## src/rtl/store_buffer_pkg.sv

```systemverilog
// Shared definitions for the store buffer: word size, default depth, opcodes
// and the buffered-store entry layout.
package store_buffer_pkg;

    localparam int SB_WORD_SIZE = 32;
    localparam int SB_N_ENTRIES = 4;

    localparam logic [6:0] OPCODE_LOAD  = 7'b0000011;
    localparam logic [6:0] OPCODE_STORE = 7'b0100011;

    typedef struct packed {
        logic [SB_WORD_SIZE-1:0] addr;
        logic [SB_WORD_SIZE-1:0] data;
        logic                    is_byte;
    } sb_entry_t;

endpackage

```

## src/rtl/sb_match_select.sv

```systemverilog
// Youngest-match priority selector: scans entries from tail-1 back towards
// head and reports the first (youngest) entry whose match bit is set.
module sb_match_select #(
    parameter int N_ENTRIES = 4
) (
    input  logic [N_ENTRIES-1:0]         match,
    input  logic [$clog2(N_ENTRIES)-1:0] tail,
    output logic                         found,
    output logic [$clog2(N_ENTRIES)-1:0] sel
);

    localparam int PW = $clog2(N_ENTRIES);

    // Only valid entries can match, and valid entries occupy head..tail-1,
    // so walking backwards from tail-1 visits them youngest first.
    always_comb begin
        found = 1'b0;
        sel   = '0;
        for (int k = 0; k < N_ENTRIES; k++) begin
            if (!found && match[tail - PW'(k + 1)]) begin
                found = 1'b1;
                sel   = tail - PW'(k + 1);
            end
        end
    end

endmodule

```

## src/rtl/store_buffer.sv

```systemverilog
// Store buffer: in-order FIFO of committed stores drained to the data cache,
// with same-cycle store-to-load forwarding and partial-overlap detection.
module store_buffer
    import store_buffer_pkg::*;
#(
    parameter int WORD_SIZE = SB_WORD_SIZE,
    parameter int N_ENTRIES = SB_N_ENTRIES
) (
    input  logic                         clk,
    input  logic                         rst_n,
    input  logic                         push_valid,
    input  logic [WORD_SIZE-1:0]         push_addr,
    input  logic [WORD_SIZE-1:0]         push_data,
    input  logic                         push_byte,
    output logic                         full,
    output logic                         empty,
    output logic [$clog2(N_ENTRIES):0]   count,
    input  logic [WORD_SIZE-1:0]         lookup_addr,
    input  logic                         lookup_byte,
    output logic                         lookup_hit,
    output logic [WORD_SIZE-1:0]         lookup_data,
    output logic                         lookup_conflict,
    output logic                         drain_valid,
    output logic [WORD_SIZE-1:0]         drain_addr,
    output logic [WORD_SIZE-1:0]         drain_data,
    output logic                         drain_byte,
    input  logic                         drain_ready
);

    localparam int PW = $clog2(N_ENTRIES);
    localparam int CW = PW + 1;

    logic [PW-1:0]        head;
    logic [PW-1:0]        tail;
    logic [N_ENTRIES-1:0] valid;
    logic [WORD_SIZE-1:0] mem_addr [N_ENTRIES];
    logic [WORD_SIZE-1:0] mem_data [N_ENTRIES];
    logic                 mem_byte [N_ENTRIES];

    logic push_ok;
    logic pop_ok;

    // Handshakes: a push is accepted on a rising edge when push_valid=1 and
    // full=0; the head entry is retired when drain_valid=1 and drain_ready=1.
    // Both conditions use registered state only, so a pop never frees a slot
    // for a push in the same cycle.
    assign full    = (count == CW'(N_ENTRIES));
    assign empty   = (count == '0);
    assign push_ok = push_valid && !full;
    assign pop_ok  = drain_valid && drain_ready;

    assign drain_valid = !empty;
    assign drain_addr  = mem_addr[head];
    assign drain_data  = mem_data[head];
    assign drain_byte  = mem_byte[head];

    always_ff @(posedge clk or negedge rst_n) begin
        if (!rst_n) begin
            head  <= '0;
            tail  <= '0;
            count <= '0;
            valid <= '0;
        end else begin
            if (pop_ok) begin
                head        <= head + PW'(1);
                valid[head] <= 1'b0;
            end
            if (push_ok) begin
                tail        <= tail + PW'(1);
                valid[tail] <= 1'b1;
            end
            case ({push_ok, pop_ok})
                2'b10:   count <= count + CW'(1);
                2'b01:   count <= count - CW'(1);
                default: count <= count;
            endcase
        end
    end

    // Payload storage carries no reset; validity alone decides visibility.
    always_ff @(posedge clk) begin
        if (push_ok) begin
            mem_addr[tail] <= push_addr;
            mem_data[tail] <= push_data;
            mem_byte[tail] <= push_byte;
        end
    end

    logic [N_ENTRIES-1:0] match;
    logic                 any_match;
    logic [PW-1:0]        sel;

    always_comb begin
        match = '0;
        for (int i = 0; i < N_ENTRIES; i++) begin
            match[i] = valid[i] &&
                       (mem_addr[i][WORD_SIZE-1:2] == lookup_addr[WORD_SIZE-1:2]);
        end
    end

    sb_match_select #(
        .N_ENTRIES (N_ENTRIES)
    ) u_match_select (
        .match (match),
        .tail  (tail),
        .found (any_match),
        .sel   (sel)
    );

    logic [WORD_SIZE-1:0] sel_addr;
    logic [WORD_SIZE-1:0] sel_data;
    logic                 sel_byte;
    logic [7:0]           lane;

    assign sel_addr = mem_addr[sel];
    assign sel_data = mem_data[sel];
    assign sel_byte = mem_byte[sel];
    assign lane     = 8'(sel_data >> {lookup_addr[1:0], 3'b000});

    // A byte store can only satisfy a byte load to exactly the same address;
    // every other overlap with a byte store forces the load to wait.
    always_comb begin
        lookup_hit      = 1'b0;
        lookup_conflict = 1'b0;
        lookup_data     = '0;
        if (any_match) begin
            if (!sel_byte) begin
                lookup_hit  = 1'b1;
                lookup_data = lookup_byte ? {{(WORD_SIZE-8){1'b0}}, lane} : sel_data;
            end else if (lookup_byte && (sel_addr == lookup_addr)) begin
                lookup_hit  = 1'b1;
                lookup_data = {{(WORD_SIZE-8){1'b0}}, sel_data[7:0]};
            end else begin
                lookup_conflict = 1'b1;
            end
        end
    end

endmodule
```

## config.mk

```make
export PLATFORM = sky130hd
export DESIGN_NAME = store_buffer
export DESIGN_NICKNAME = d
export VERILOG_FILES = /design/src/rtl/store_buffer_pkg.sv /design/src/rtl/sb_match_select.sv /design/src/rtl/store_buffer.sv
export SDC_FILE = /design/constraint.sdc
export NUM_CORES = 1
export LEC_CHECK = 0
export BUFFER_PORTS_ARGS = -buffer_cell sky130_fd_sc_hd__buf_2
export CAP_MARGIN = 20
export CELL_PAD_IN_SITES_DETAIL_PLACEMENT = 0
export CELL_PAD_IN_SITES_GLOBAL_PLACEMENT = 2
export CORE_AREA = 5 5 268 165
export CTS_CLUSTER_DIAMETER = 100
export DETAILED_ROUTE_END_ITERATION = 16
export DIE_AREA = 0 0 273 170
export GPL_TIMING_DRIVEN = 0
export PLACE_DENSITY = 0.79
export SETUP_SLACK_MARGIN = 0.5
export SLEW_MARGIN = 20
export SYNTH_ARGS = -nofsm -noshare
export SYNTH_HDL_FRONTEND = slang
export SYNTH_SLANG_ARGS = --single-unit
```

## constraint.sdc

```tcl
create_clock -name clk -period 4.7 [get_ports clk]
set_input_delay 0.705 -clock clk [delete_from_list [all_inputs] [get_ports clk]]
set_output_delay 0.705 -clock clk [all_outputs]
set_load 0.02 [all_outputs]
```

==> reports/qor.yml, run 1 <==
vias_per_cell: 5.738
p_seq_frac: 0.338
hold_class: "input port to async pin"
arrival_ns: 5.26
synth_ff_type: "edfxtp_1"
io_buffers: 179
ys_seq_area_frac: 0.5483
startpoint_type: "flop"
violations: "negative setup slack"
cts.sinks: 271
p_int_mw: 6.310
setup_slack_ns: -1.260
synth-seq-cells: 271
r2r.worst_path.cells: 7
slew_violations: 0
fin_crit_ns: 5.960
grt_overflow: 0
drive_above_1_share: 0.3796
rows: 58
io-pin-count: 207
path_clk_slew_ns: 0.07
p_total_mw: 10.49
h-tree-depth: 1
cts-root-buf: "clkbuf_16"
chipHeight_um: 170
clk_latency_ns: 0.57
combPwrFrac: 0.445
grt_pass1_wl_mm: 77.54
switching_power_mw: 4.176
nets: 1481
cts_max_path_buffers: 3
die_w_um: 273
worstReg2RegStart: "head[0]$_DFFE_PN0P_"
reg2reg_to: "head[1]$_DFFE_PN0P_"
p_leak_nw: 6.838
globalplace.congestion: 0.9373
fin_util: 0.4654
grt_max_degree: 39
final_common_cell: "edfxtp_1"
antenna_found_initial: 10
p_per_area_nw_per_um2: 543.7
crit_start: "mem_addr[3][10]$_DFFE_PP_"
drt-initial-drc-count: 1077
critPathKind: "flop to output pin"
ant_nets: 0
num_vias: 11280
cts_made_buffers: 28
grt_pass1_vias: 11040
syn_area_um2: 14740
relSlewSlack: 0.5168
nFillCells: 3688
syn_avg_cell_area_um2: 13.27
async_reset_ff_frac: 0.04059
wire_per_inst_um: 27.61
crit_path_end_kind: "output pin"
die_area_um2: 46410
track_usage: 0.2271
drt-total-wl_mm: 54.25
ir_drop_mv: 0.3151
crit_required_ns: 3.99
final_cell_mix: "edfxtp_1, buf_2, xnor2_1"
fin_crit_sh: 1.268
drc: 0
cp_max_fo: 10
outcome: "finished with violations"
synth_cells: 1111
rsz0062_at_grt: "true"
worst_slew_pin_slew_ns: 0.7247
synth_nets: 1223
max-cap-violations: 0
areaGrowthSynthToFinish_pct: 30.84
clock.fmax_mhz: 167.8
ff2ff_setup_slack_ns: 1.83
cts_tree: "done"
firstDrtPassIters: 5
ys_types: 75
setup_violations: 34
pwr-share-clk: 0.217
hpwlAfterDp_mm: 40.55
finClkSkew_ns: 0.02122
sw_frac_of_total: 0.3982
synth-edff-count: 260
synth_warnings: 0
hold_viol: 0
start_util: 0.3557
core_um2: 41440
flip-flops by register name, summed over array words and instances, names as in the netlist:
register,cells
mem_byte,4
count,3
head,2
valid,4
mem_addr,128
tail,2
mem_data,128
metal layers:
layer	track usage	vias up	share of wire	wire, um
met5	0	-	0.0013	73
met1	0.3498	5791	0.46	24920
met3	0.07272	77	0.11	5994
met4	0.03506	12	0.017	906
li1	-	4868	-	-
met2	0.3195	527	0.41	22360
power groups by stage:
stage | clock network [mW] | logic (mW) | registers, mW
6_report | 2.28 | 4.67 | 3.54
4_1_cts | 2.32 | 4.56 | 3.52
3_5_place_dp | 0 | 4.35 | 3.55
3_3_place_gp | 0 | 4.27 | 3.61
5_1_grt | 2.43 | 4.93 | 3.59
2_1_floorplan | 0 | 2.77 | 3.49
metrics by stage:
stage / setup slack (ns) / instances / setup TNS (ns) / area (um2) / hold WS, ns
final: -1.260 / 1965 / -25.57 / 19290 / 0.01293
after global routing: -1.346 / 1964 / -28.80 / 19280 / 0.02215
after CTS: -1.256 / 1949 / -27.02 / 18860 / 0.002621
after detailed placement: -2.062 / 1868 / -50.82 / 16900 / 0.5083
after global placement: -2.508 / 1860 / -111.66 / 16720 / 0.5027
after floorplan: -0.3449 / 1111 / -3.294 / 15110 / 0.4094
synth_stat cells, drive strengths merged, types with 2 or more instances:
master   number  area (um2)
a21boi        2       15.01
o22ai         4       31.28
nand2b       10       62.56
nor4         15       100.1
a21o          6       45.04
ha            9       112.6
o2111a        2       22.52
a2111oi       2       17.52
nor3          7       46.30
a21oi        59       325.3
a31oi         6       37.54
a211oi       26       210.2
buf          20       100.1
dfrtp        11       275.3
mux4         69        1554
o2111ai       2       17.52
and4          4       35.03
edfxtp      260        7807
and2         28       175.2
o21ai        21       105.1
o31a          2       17.52
mux2i        44       440.4
nor2         20       75.07
xnor2       121        1060
a2bb2oi       2       23.77
o221ai        8       70.07
xor2          8       70.07
nand2        79       299.0
nor2b        21       131.4
o211ai        9       86.33
o21bai        2       15.01
a22oi         2       15.01
and3b         6       52.55
nand4        59       375.4
clkbuf       55       206.5
a211o         8       70.07
or3           5       31.28
inv          19       71.32
and3         15       93.84
o2bb2ai       2       42.54
nand3        40       200.2
o21a          3       22.52
worst max-delay path: stages (launching register included):
cell and delay, ns:
edfxtp_1 0.40, xnor2_1 0.38, nand4_1 0.30, nor4_4 0.41
nand2_1 0.14, mux4_2 0.59, a211o_4 0.39, o211ai_4 0.09
buf_12 0.16, mux2i_1 0.21, xor2_1 0.24, o21ai_2 0.11
or4_1 0.40, a2111o_1 0.35, buf_12 0.18, and3_4 0.18
buf_6 0.13
cells by family after synthesis:
family	after synthesis	share of synthesized area
and+or+nand+nor	316	0.1183
DFF	271	0.5483
AOI/OAI and AO/OA	176	0.08573
xor gates and xnor gates	129	0.07665
muxes	114	0.1361
buffers and inverters	95	0.02589
adders and majority gates	10	0.008998
layout make-up:
cell class,instances,area (um2),share of cell area
buffer,75,476.7,0.02472
multi-input combinational,745,7336,0.3804
antenna,4,10.01,0.0005190
inverter,20,77.57,0.004022
clock inverter,14,146.4,0.007590
timing repair buffer,228,1664,0.08629
sequential,271,8083,0.4191
clock buffer,38,779.5,0.04042
tap,570,713.2,0.03698
worst max path at each step:
stage | endpoint | slack, ns | cells past startpoint
2_1_floorplan | lookup_conflict | -0.34 | 16
3_3_place_gp | lookup_conflict | -2.51 | 16
3_5_place_dp | lookup_conflict | -2.06 | 17
4_1_cts | lookup_conflict | -1.26 | 16
5_1_grt | lookup_conflict | -1.35 | 16
6_report | lookup_conflict | -1.26 | 16
repair_timing:
item / 4_1_cts / 5_1_grt
hold buffers: 0 / 0
pin swaps: 15 / 14
setup buffers: 29 / 12
setup endpoints to repair: 92 / 47
gates resized for setup: 159 / 79
No activity file was read; power rests on OpenSTA's default activity.
==> inputs of run 2 (changes only) <==
Settings changed: PLACE_DENSITY 0.79 to 0.81.
==> run 2 against run 1 <==
Against the previous run: the flow still finishes with violations (negative setup slack); largest cell class unchanged; design area is 0.82% lower; flip-flop and latch count stayed put; sequential share of layout area is 0.35 points higher; wire length is 0.90% lower; clock power is 4% lower; utilization is 0.38 points lower; critical path depth stayed put; non-clock buffer count is 1 lower; largest power group unchanged; final cell count is 0.31% lower; via count is 0.33% lower; register-to-register slack better by 0.11 ns.
==> reports/qor.yml, run 2 (synthesis results as in run 1) <==
pwr-share-clk: 0.211  # -0.006
p_int_mw: 6.231  # -1.3%
stdcell_area_um2: 19130  # -0.82%
drt-initial-drc-count: 1314  # +22%
rows: 58  # unchanged
holdWs_ns: 0.3504  # +0.3375 ns
cp_max_fo: 10  # unchanged
final_common_cell: "edfxtp_1"
setup_slack_ns: -1.226  # +0.03456 ns
num_vias: 11240  # -0.33%
relSlewSlack: 0.5067  # -0.01016
fin_crit_sh: 1.261  # -0.007353
drt-total-wl_mm: 53.76  # -0.90%
h-tree-depth: 1  # unchanged
grt_overflow: 0  # unchanged
areaGrowthSynthToFinish_pct: 29.76
setup_violations: 34  # unchanged
combPwrFrac: 0.448  # +0.003
worst_slew_pin_slew_ns: 0.7400  # +0.01524 ns
violations: "negative setup slack"
drive_above_1_share: 0.3804  # +0.0008204
cts_max_path_buffers: 3  # unchanged
vias_per_cell: 5.737  # about the same
track_usage: 0.2247  # -0.002398
max-cap-violations: 0  # unchanged
die_w_um: 273  # unchanged
arrival_ns: 5.22  # -0.04 ns
reg_top3: "mem_addr: 128 flops, mem_data: 128 flops"
switching_power_mw: 4.164  # -0.30%
fin_crit_ns: 5.926  # -0.03456 ns
final_cell_mix: "edfxtp_1, buf_2, nand2_1"
placed_cells: 1866  # -0.11%
grt_max_degree: 39  # unchanged
crit_required_ns: 3.99  # about the same
clk_latency_ns: 0.57  # about the same
crit_path_end_kind: "output pin"
clock.fmax_mhz: 168.8  # +0.58%
hold_class: "input port to flop"
cts-root-buf: "clkbuf_16"
start_util: 0.3557  # unchanged
final-instance-count-excl-fill: 1959  # -0.31%
p_per_area_nw_per_um2: 543.4  # about the same
startpoint_type: "flop"
drc: 0  # unchanged
dpl_worst_slack_ns: -2.013  # +0.04906 ns
io-pin-count: 207  # unchanged
p_leak_nw: 6.793  # -0.66%
globalplace.congestion: 0.9191  # -1.9%
ff2ff_setup_slack_ns: 1.94  # +0.11 ns
grt_pass1_wl_mm: 76.92  # -0.79%
die_area_um2: 46410  # unchanged
ir_drop_mv: 0.2591  # -18%
cts_tree: "done"
io_buffers: 179  # unchanged
nets: 1479  # -0.14%
sw_frac_of_total: 0.4006  # +0.002313
antenna_found_initial: 5  # -5
placed_area_um2: 16870  # -0.13%
path_clk_slew_ns: 0.07  # about the same
hold_viol: 0  # unchanged
rsz0062_at_grt: "true"
critPathKind: "flop to output pin"
slew_violations: 0  # unchanged
chipHeight_um: 170  # unchanged
firstDrtPassIters: 5  # unchanged
finClkSkew_ns: 0.01904  # -0.002177 ns
hpwlAfterDp_mm: 40.16  # -0.95%
outcome: "finished with violations"
core_um2: 41440  # unchanged
p_seq_frac: 0.341  # +0.003
ant_nets: 0  # unchanged
cts.sinks: 271  # unchanged
wire_per_inst_um: 27.44  # -0.60%
grt_pass1_vias: 10970  # -0.67%
cts_made_buffers: 27  # -3.6%
## run 2: cell types whose count changed in the layout (fill, tap and decap cells not counted), sizes merged
cell	change
buf	-6
clkbuf	-3
clkdlybuf4s15	+1
clkinv	+1
clkinvlp	+2
diode	-3
dlygate4sd3	+1
inv	+1
## run 2: worst paths after layout
| check | from | end | depth (start not counted) |
|---|---|---|---|
| max in group asynchronous | rst_n | tail[0]$_DFFE_PN0P_ | 2 |
| worst max register to register | head[0]$_DFFE_PN0P_ | head[1]$_DFFE_PN0P_ | 7 |
| min in group asynchronous | rst_n | count[0]$_DFFE_PN0P_ | 2 |
| worst min-delay path | push_addr[2] | mem_addr[2][2]$_DFFE_PP_ | 1 |
| worst max-delay path | mem_addr[1][20]$_DFFE_PP_ | lookup_conflict | 16 |
| worst min register to register | count[0]$_DFFE_PN0P_ | count[0]$_DFFE_PN0P_ | 1 |
## run 2: routing by layer
layer	vias to the layer above	track usage	part of all wire	wire [um]
li1	4849	-	-	-
met1	5730	0.3565	0.46	24770
met2	583	0.3102	0.41	21910
met3	68	0.06468	0.12	6276
met4	8	0.03243	0.014	754
met5	-	0	0.00078	42
## run 2: power groups by stage
stage / Clock (mW) / Combinational [mW] / Sequential (mW)
floorplan: 0 / 2.77 / 3.49
global placement: 0 / 4.24 / 3.61
detailed placement: 0 / 4.33 / 3.56
CTS: 2.25 / 4.62 / 3.53
global route: 2.36 / 4.92 / 3.59
finish: 2.19 / 4.65 / 3.55
## run 2: what timing repair did
item	in CTS	in global routing
pin swaps	18	9
hold buffers	1	0
endpoints found under the setup margin	92	54
endpoints found under the hold margin	11	0
gates resized for setup	167	45
setup buffers	36	5
## run 2: cell type report
class	count	area [um2]
clock buffer	32	694.4
sequential	271	8084
timing repair buffer	227	1501
clock inverter	18	175.2
fill	3729	22310
multi-input combinational	745	7337
antenna	1	2.502
inverter	20	76.32
buffer	75	543.0
tap	570	713.2
## run 2: per-stage QoR
| step | utilization | total power [mW] | setup TNS, ns |
|---|---|---|---|
| finish | 0.4616 | 10.39 | -23.71 |
| global route | 0.4616 | 10.88 | -26.54 |
| CTS | 0.4556 | 10.39 | -21.43 |
| detailed placement | 0.4072 | 7.889 | -51.82 |
| global placement | 0.4034 | 7.850 | -106.12 |
| floorplan | - | 6.255 | -3.294 |
## run 2: critical path, stage by stage, from the launching register on
cell      delay (ns)
edfxtp_1        0.43
xnor2_2         0.37
nand4_1         0.19
nor4_1          0.39
nand2_1         0.21
mux4_2          0.59
a211o_4         0.38
o211ai_4        0.08
buf_12          0.15
buf_4           0.11
nand3_1         0.06
o21ai_0         0.47
o211ai_1        0.22
a2111o_1        0.47
buf_12          0.18
and3_4          0.18
buf_6           0.13
==> inputs of run 3 (changes only) <==
Settings changed: ABC_AREA set to 1, CORE_AREA 5 5 268 165 to 5 5 300 185, DIE_AREA 0 0 273 170 to 0 0 305 190.
==> run 3 against run 2 <==
Against the previous run: the flow still finishes with violations (negative setup slack); critical path depth is 11 higher; sequential share of layout area is 4.5 points lower; hold slack got worse by 0.017 ns; area after synthesis rose by 9.1%; clock skew fell by 0.0075 ns; via count is 48% higher; non-clock buffer count increased by 53; first-iteration DRC count is 64% higher; clock-buffer cell count rose by 3; critical endpoint is now lookup_data[0].
==> reports/qor.yml, run 3 <==
outcome: "finished with violations"
violations: "negative setup slack"
drive_above_1_share: 0.2534  # -0.1270
synth_ff_type: "edfxtp_1"
synth_nets: 2172  # +78%
placed_area_um2: 18370  # +8.9%
finClkSkew_ns: 0.01151  # -0.007532 ns
syn_avg_cell_area_um2: 7.804  # -41%
io_buffers: 204  # +14%
use_met1: 0.4255  # +0.06893
fin_util: 0.4048  # -0.05676
synth_cells: 2060  # +85%
start_util: 0.3037  # -0.05201
grt_max_degree: 21  # -46%
grt_pass1_wl_mm: 111.5  # +45%
worst_slew_pin_slew_ns: 1.119  # +0.3788 ns
max-cap-violations: 0  # unchanged
cts_made_buffers: 28  # +3.7%
grt_pass1_vias: 15490  # +41%
top_usage_layer: "met1"
clk_latency_ns: 0.58  # about the same
track_usage: 0.2641  # +0.03938
firstDrtPassIters: 5  # unchanged
die_area_um2: 57950  # +25%
h-tree-depth: 1  # unchanged
num_vias: 16670  # +48%
yosysMostFrequentCell: "nand2_1"
antenna_found_initial: 10  # +5
ys_types: 43  # -43%
cp_max_fo: 5  # -5
async_reset_ff_frac: 0.04059  # unchanged
gr-usage-met3: 0.05541  # -0.009271
drt-total-wl_mm: 80.79  # +50%
synth_top_area_cell: "edfxtp_1"
wire_per_inst_um: 26.10  # -4.9%
slew_violations: 0  # unchanged
use_met2: 0.3640  # +0.05381
cts_max_path_buffers: 3  # unchanged
cts_tree: "done"
areaGrowthSynthToFinish_pct: 33.29
grt_overflow: 0  # unchanged
drc: 0  # unchanged
hpwlAfterDp_mm: 60.56  # +51%
synthTopCellsByArea: "edfxtp_1, nand2_1, nor2_1"
synth_top_area_frac: 0.4856  # -0.04403
chipHeight_um: 190  # +12%
arrival_ns: 4.43  # -0.79 ns
crit_required_ns: 3.99  # about the same
final_cell_mix: "nand2_1, edfxtp_1, nor2_1"
startpoint_type: "flop"
rows: 66  # +14%
ant_nets: 0  # unchanged
final_common_cell: "nand2_1"
cts.sinks: 271  # unchanged
hold_class: "input port to flop"
reg_top3: "mem_addr: 128 flops, mem_data: 128 flops"
clock.fmax_mhz: 194.6  # +15%
syn_area_um2: 16080  # +9.1%
core_um2: 52930  # +28%
synthTopCellsByCount: "nand2_1, edfxtp_1, nor2_1"
fin_crit_sh: 1.093  # -0.1674
io-pin-count: 207  # unchanged
globalplace.congestion: 1.035  # +13%
synth_warnings: 0  # unchanged
drt-initial-drc-count: 2159  # +64%
cts-root-buf: "clkbuf_16"
path_clk_slew_ns: 0.06  # about the same
setup_violations: 34  # unchanged
rsz0062_at_grt: "true"
die_w_um: 305  # +12%
synth-seq-cells: 271  # unchanged
holdWs_ns: 0.3333  # -0.01712 ns
dpl_worst_slack_ns: -1.252  # +0.7610 ns
nFillCells: 5343  # +43%
setup_slack_ns: -0.4389  # +0.7868 ns
nets: 2473  # +67%
ys_seq_area_frac: 0.5028  # -0.04558
stdcell_area_um2: 21430  # +12%
fin_crit_ns: 5.139  # -0.7868 ns
hold_viol: 0  # unchanged
critPathKind: "flop to output pin"
vias_per_cell: 5.387  # -6.1%
crit_path_end_kind: "output pin"
relSlewSlack: 0.2542  # -0.2525
synth-edff-count: 260  # unchanged
-- run 3: area by class of cell --
cell class	count	area (um2)	area share
clock inverter	14	166.4	0.007766
clock buffer	35	726.9	0.03392
inverter	217	827.0	0.03859
antenna	1	2.502	0.0001168
sequential	271	8083	0.3772
tap	714	893.4	0.04169
multi-input combinational	1488	7859	0.3667
buffer	86	725.7	0.03386
timing repair buffer	269	2146	0.1001
-- run 3: repair_timing --
item	CTS	global route
hold endpoints to repair	11	0
pin swaps	34	33
hold buffers	1	0
gates cloned	6	5
setup endpoints to repair	63	58
gates resized for setup	321	109
buffers inserted	28	12
-- run 3: worst max-delay path: stages, from the launching register on --
cell       delay [ns]
edfxtp_1         0.47
xnor2_4          0.33
nand2_2          0.12
nor2_4           0.15
nand2_2          0.08
nor2_4           0.20
nand3_2          0.13
nand2_2          0.08
nand2_2          0.07
nand2_4          0.10
nor2_4           0.05
nand3_4          0.09
nand3_4          0.19
nand2_8          0.19
clkbuf_16        0.19
nand2_1          0.07
nand3_2          0.07
nand2_1          0.05
nand2_1          0.05
nand2_1          0.06
nor2_2           0.19
nand2_2          0.09
nor2_2           0.12
nand3_2          0.15
nand2_8          0.15
nand2_8          0.11
nor2_4           0.13
buf_6            0.12
-- run 3: metal layers --
layer / part of all wire / routed length [um] / vias to the layer above
met5: 0.00099 / 80 / -
li1: - / - / 7426
met1: 0.48 / 38930 / 8191
met4: 0.016 / 1326 / 12
met3: 0.11 / 8601 / 106
met2: 0.39 / 31850 / 939
-- run 3: stage by stage --
stage          cells  TNS [ns]
2_1_floorplan   2060         0
3_3_place_gp    2978   -757.77
3_5_place_dp    2993    -32.14
4_1_cts         3077    -2.686
5_1_grt         3095    -10.81
6_report        3095    -5.959
-- run 3: final timing paths --
path / start / to / slack, ns / cells past startpoint
worst min register to register: count[0]$_DFFE_PN0P_ / count[0]$_DFFE_PN0P_ / 0.56 / 1
max in group asynchronous: rst_n / head[0]$_DFFE_PN0P_ / 3.96 / 2
worst min-delay path: push_addr[22] / mem_addr[1][22]$_DFFE_PP_ / 0.33 / 1
worst max register to register: count[1]$_DFFE_PN0P_ / count[2]$_DFFE_PN0P_ / 2.09 / 10
min in group asynchronous: rst_n / count[0]$_DFFE_PN0P_ / 0.52 / 2
worst max-delay path: mem_addr[1][12]$_DFFE_PP_ / lookup_data[0] / -0.44 / 27
-- run 3: logic make-up (layout without fill, tap and decap cells) --
logic type | Yosys count | in the layout | share of synthesized area
compound gates | 339 | 339 | 0.1119
xor+xnor | 24 | 24 | 0.01307
fa+ha+maj | 10 | 10 | 0.008250
buf+inv | 303 | 621 | 0.07682
flops | 271 | 271 | 0.5028
other cells | 0 | 1 | 0
simple gates | 1113 | 1115 | 0.2872
Power of run 3 is left out: the tool's default activity adds up to more than one toggle a clock period on the data nets, which glitch-free logic cannot reach.
